**src/rtl/serial_sub_pkg.sv**
```systemverilog
// Shared definitions for the bit-serial subtractor: FSM encoding and default operand width.
package serial_sub_pkg;

    localparam int unsigned DEFAULT_WIDTH = 4;

    typedef enum logic [1:0] {
        ST_IDLE  = 2'd0,
        ST_SHIFT = 2'd1,
        ST_DONE  = 2'd2
    } state_e;

endpackage : serial_sub_pkg

```
**src/rtl/Half_Subtractor.sv**
```systemverilog
// One-bit half subtractor: diff = a ^ b, borrow = ~a & b.
module Half_Subtractor (
    input  logic a_i,
    input  logic b_i,
    output logic diff_o,
    output logic borrow_o
);

    assign diff_o   = a_i ^ b_i;
    assign borrow_o = ~a_i & b_i;

endmodule : Half_Subtractor

```
**src/rtl/serial_sub_4_bit.sv**
```systemverilog
// Bit-serial subtractor: captures a/b on an input handshake, resolves one bit per cycle
// LSB first, then presents diff/borrow/overflow until the consumer takes the result.
module serial_sub_4_bit
    import serial_sub_pkg::*;
#(
    parameter int unsigned WIDTH = DEFAULT_WIDTH
) (
    input  logic             clk_i,
    input  logic             rst_ni,
    input  logic             in_valid_i,
    output logic             in_ready_o,
    input  logic [WIDTH-1:0] a_i,
    input  logic [WIDTH-1:0] b_i,
    output logic             out_valid_o,
    input  logic             out_ready_i,
    output logic [WIDTH-1:0] diff_o,
    output logic             borrow_o,
    output logic             overflow_o
);

    localparam int unsigned CNT_W = $clog2(WIDTH) + 1;

    state_e             state_q, state_d;
    logic               accept_c;
    logic               last_bit_c;

    logic [WIDTH-1:0]   a_q;
    logic [WIDTH-1:0]   b_q;
    logic [WIDTH-1:0]   res_q;
    logic               bin_q;
    logic [CNT_W-1:0]   cnt_q;

    logic               hs0_diff, hs0_borrow;
    logic               d_c, hs1_borrow, bout_c;
    logic [WIDTH-1:0]   res_next_c;

    // Full-subtract cell: first stage forms a-b, second stage subtracts the incoming borrow.
    Half_Subtractor u_hs0 (
        .a_i      (a_q[0]),
        .b_i      (b_q[0]),
        .diff_o   (hs0_diff),
        .borrow_o (hs0_borrow)
    );

    Half_Subtractor u_hs1 (
        .a_i      (hs0_diff),
        .b_i      (bin_q),
        .diff_o   (d_c),
        .borrow_o (hs1_borrow)
    );

    assign bout_c     = hs0_borrow | hs1_borrow;
    assign res_next_c = WIDTH'({d_c, res_q} >> 1);

    // Ready is masked by reset so it stays low while rst_ni is held.
    assign in_ready_o  = (state_q == ST_IDLE) && rst_ni;
    assign out_valid_o = (state_q == ST_DONE);

    always_ff @(posedge clk_i or negedge rst_ni) begin
        if (!rst_ni) begin
            state_q <= ST_IDLE;
        end else begin
            state_q <= state_d;
        end
    end

    always_comb begin
        state_d    = state_q;
        accept_c   = 1'b0;
        last_bit_c = 1'b0;
        case (state_q)
            ST_IDLE: begin
                if (in_valid_i) begin
                    accept_c = 1'b1;
                    state_d  = ST_SHIFT;
                end
            end
            ST_SHIFT: begin
                if (cnt_q == CNT_W'(WIDTH - 1)) begin
                    last_bit_c = 1'b1;
                    state_d    = ST_DONE;
                end
            end
            ST_DONE: begin
                if (out_ready_i) begin
                    state_d = ST_IDLE;
                end
            end
            default: begin
                state_d = ST_IDLE;
            end
        endcase
    end

    // Operand shifters, running borrow and bit counter.
    always_ff @(posedge clk_i or negedge rst_ni) begin
        if (!rst_ni) begin
            a_q   <= '0;
            b_q   <= '0;
            res_q <= '0;
            bin_q <= 1'b0;
            cnt_q <= '0;
        end else if (accept_c) begin
            a_q   <= a_i;
            b_q   <= b_i;
            res_q <= '0;
            bin_q <= 1'b0;
            cnt_q <= '0;
        end else if (state_q == ST_SHIFT) begin
            a_q   <= a_q >> 1;
            b_q   <= b_q >> 1;
            res_q <= res_next_c;
            bin_q <= bout_c;
            cnt_q <= cnt_q + CNT_W'(1);
        end
    end

    // Result registers load only on DONE entry; at that point a_q[0]/b_q[0] are the operand MSBs.
    always_ff @(posedge clk_i or negedge rst_ni) begin
        if (!rst_ni) begin
            diff_o     <= '0;
            borrow_o   <= 1'b0;
            overflow_o <= 1'b0;
        end else if (last_bit_c) begin
            diff_o     <= res_next_c;
            borrow_o   <= bout_c;
            overflow_o <= (a_q[0] ^ b_q[0]) & (d_c ^ a_q[0]);
        end
    end

endmodule : serial_sub_4_bit

```
**config.mk**
```make
export PLATFORM = sky130hd
export DESIGN_NAME = serial_sub_4_bit
export DESIGN_NICKNAME = d
export VERILOG_FILES = /design/src/rtl/serial_sub_pkg.sv /design/src/rtl/Half_Subtractor.sv /design/src/rtl/serial_sub_4_bit.sv
export SDC_FILE = /design/constraint.sdc
export NUM_CORES = 1
export LEC_CHECK = 0
export ABC_AREA = 1
export CAP_MARGIN = 20
export CORE_MARGIN = 2
export CORE_UTILIZATION = 30
export CTS_CLUSTER_SIZE = 20
export DETAILED_ROUTE_END_ITERATION = 8
export PLACE_DENSITY = 0.61
export SYNTH_ARGS = -nofsm -noshare
export SYNTH_HDL_FRONTEND = slang
export SYNTH_HIERARCHICAL = 1
export SYNTH_SLANG_ARGS = --single-unit
```
**constraint.sdc**
```tcl
create_clock -name clk_i -period 1.8 [get_ports clk_i]
set_clock_uncertainty 0.05 [all_clocks]
set_input_delay 0.27 -clock clk_i [delete_from_list [all_inputs] [get_ports clk_i]]
set_output_delay 0.27 -clock clk_i [all_outputs]
set_load 0.01 [all_outputs]
```
==> metrics.csv <==
stage;metric;value;unit
final_layout;fin_nets;157;
final_layout;nFillCells;357;
setup_path;critPathMaxFanout;4;
yosys;synth_area;1070;um^2
timing;report.final.slew_viol_count;0;
detailed_routing;wl_met3;91;um
detailed_routing;wl_met1;892;um
timing;layout_worst_path_cycle_share;91.5;%
setup_path;start_kind;register;
detailed_routing;postRouteAntennaNets;0;
yosys;ys_warn_count;6;
run_status;status;completed;
grt;gr-total-overflow;0;
timing;finalHoldViolations;0;
cts;cts_sinks;23;
floorplan;die_w;63.9;um
detailed_routing;top_layer;met4;
final_layout;final_core_util;39.3;%
yosys;synth_common_cells;38 x nand2_1, 23 x dfrtp_1, 16 x nand3_1, 12 x inv_1, 7 x o21ai_0;
detailed_routing;wl_met2;1000;um
pwr;peakVddDrop;0.433;mV
timing;setup_viol;0;
setup_path;required;1960;ps
grt;grt_max_degree;24;
detailed_routing;vias_per_cell;4.41;
yosys;synth-adder-area-share;4.66;%
final_layout;fin_cells;186;
setup_path;critPathCaptureType;register;
detailed_routing;via_count;821;
yosys;yosys-top-cells-area;dfrtp_1 54%, nand2_1 13%, nand3_1 7.5%, ha_1 4.7%, inv_1 4.2%;
grt;antenna_found_initial;0;
cts;cts_tree;yes;
yosys;post_synth_and_or_nand_nor_area_fraction;24.7;%
detailed_routing;wl_per_cell;10.7;um
hold_path;hold_path_class;in -> async;
cts;cts-root-buf;clkbuf_4;
floorplan;die_h;63.9;um
detailed_routing;drt_iter0_drc;44;
yosys;seq_area_frac_synth;53.6;%
yosys;synthFlopType;dfrtp_1;
cts;numCtsBuffers;3;
pwr;power;0.00203;W
pwr;p_leak;0.641;nW
setup_path;crit_type;reg -> reg;
cts;htreeDepth;1;
yosys;yosysTopAreaCell;dfrtp_1;
placement;port_buffers;19;
yosys;synthXorXnorAreaFrac;0;%
floorplan;ios;20;
floorplan;die_area;4080;um^2
timing;tightestPinTransition;391;ps
placement;place_congestion;0.780;
floorplan;core_area;3390;um^2
grt;track_usage;11.5;%
yosys;synthArstFlopShare;100;%
job;max-cap-violations;0;
cts;cts_setup_buffers;0;
yosys;synth_most_common_cell;nand2_1;
floorplan;rows;21;
yosys;synthMuxAreaShare;0;%
placement;post-dp-hpwl;1470;um
floorplan;start_util;31.7;%
grt;grt_pass1_wl;3690;um
yosys;synth_compound_area_share;8.73;%
timing;fmax;607;MHz
grt;grt_pass1_vias;853;
final_layout;antenna_cells;0;
detailed_routing;firstDrtPassIters;4;
placement;dp.cells;182;
yosys;synth_edf_count;0;
yosys;synthDistinctLibCells;17;
timing;fin_setup_tns;0;ps
cts;clkSlewWorstSetupHoldPaths;120;ps
final_layout;synthToLayoutAreaGrowth;23.9;%
timing;fin_crit;1650;ps
cts;clk_latency;310;ps
yosys;synth-seq-cells;23;
yosys;syn_inst;118;
yosys;synth_top_area_share;53.6;%
yosys;syn_area_per_cell;9.11;um^2
final_layout;drive_gt1_share;11.4;%
cts;holdBufCountCts;0;
pwr;power_density;1520;nW/um^2
timing;rsz0062_at_grt;no;
timing;relSlewSlack;73.9;%
detailed_routing;wl;2000;um
cts;clk_path_buf_depth;2;
setup_path;arrival;1800;ps
detailed_routing;drc_errors;0;
yosys;synth_top_family_by_area;simple AND/OR/NAND/NOR gates;
yosys;syn-num-nets;134;
[cells in the final DEF (no fill, tap or decap), drive strengths merged]
cell type      Yosys  final
nand2             39     39
dfrtp             23     23
clkdlybuf4s50      0     17
nand3             16     16
inv               13     13
o21ai             12     12
nor2               5      5
ha                 4      4
clkbuf             1      4
buf                3      3
dlygate4sd2        0      2
nor3b              1      1
o31ai              1      1
[stage by stage]
step	instance area, um^2	setup WS (ps)	hold WS [ps]
2_1_floorplan	1070	300	-75.6
3_3_place_gp	1310	-53.3	405
3_5_place_dp	1310	-43.8	410
4_1_cts	1330	144	313
5_1_grt	1330	56.4	313
6_report	1330	154	300
[area by class of cell]
class / count / area, um^2 / area share (%)
sequential: 23 / 577 / 43.3
tap: 46 / 57.6 / 4.32
multi-input combinational: 78 / 409 / 30.7
inverter: 13 / 51.3 / 3.85
timing repair buffer: 22 / 210 / 15.8
clock buffer: 4 / 26.3 / 1.97
[registers in the layout (all words and copies together), names as in the netlist]
signal,count
bin_q,1
state_q,2
diff_o,4
cnt_q,3
a_q,4
overflow_o,1
b_q,4
res_q,3
borrow_o,1
[worst paths after layout]
| path | endpoint | cells past startpoint | startpoint | slack [ps] |
|---|---|---|---|---|
| worst min register to register | diff_o[0] | 2 | res_q[1] | 430 |
| min in group clk_i | diff_o[0] | 2 | res_q[1] | 430 |
| worst max-delay path | overflow_o | 11 | a_q[0] | 150 |
| worst min-delay path | a_q[1] | 2 | rst_ni | 300 |
| max in group asynchronous | state_q[1] | 2 | rst_ni | 1150 |
| worst max register to register | overflow_o | 11 | a_q[0] | 150 |
[report_power, final]
group          switching, W  internal (W)
sequential         0.000125      0.000736
clock              0.000148     0.0000864
combinational      0.000545      0.000387
total              0.000818       0.00121
[timing repair]
action | CTS | global route
gates resized for setup | 3 | 0
setup endpoints to repair | 2 | 0
endpoints found under the hold margin | 0 | 0
[cell families after synthesis]
group / after synthesis
flip-flops: 23
AND/OR/NAND/NOR: 61
buffers and inverters: 17
AO/OA/AOI/OAI: 13
adder cells (fa/ha/maj): 4
[worst max-delay path, stage by stage, from the launching register on]
cell     delay, ps
dfrtp_1        410
inv_1           60
ha_1           290
inv_1           50
inv_1           40
ha_1           280
inv_1           70
inv_1           80
nand3_1         80
nand2_1         50
nand2_1         50
nand2_1         40
[routing by layer]
metal	vias to the layer above	global-route usage, %
met5	-	0
met4	0	3.26
met3	2	3.87
met2	17	19.7
met1	386	13.5
li1	416	-
Power figures use the tool's default switching activity.
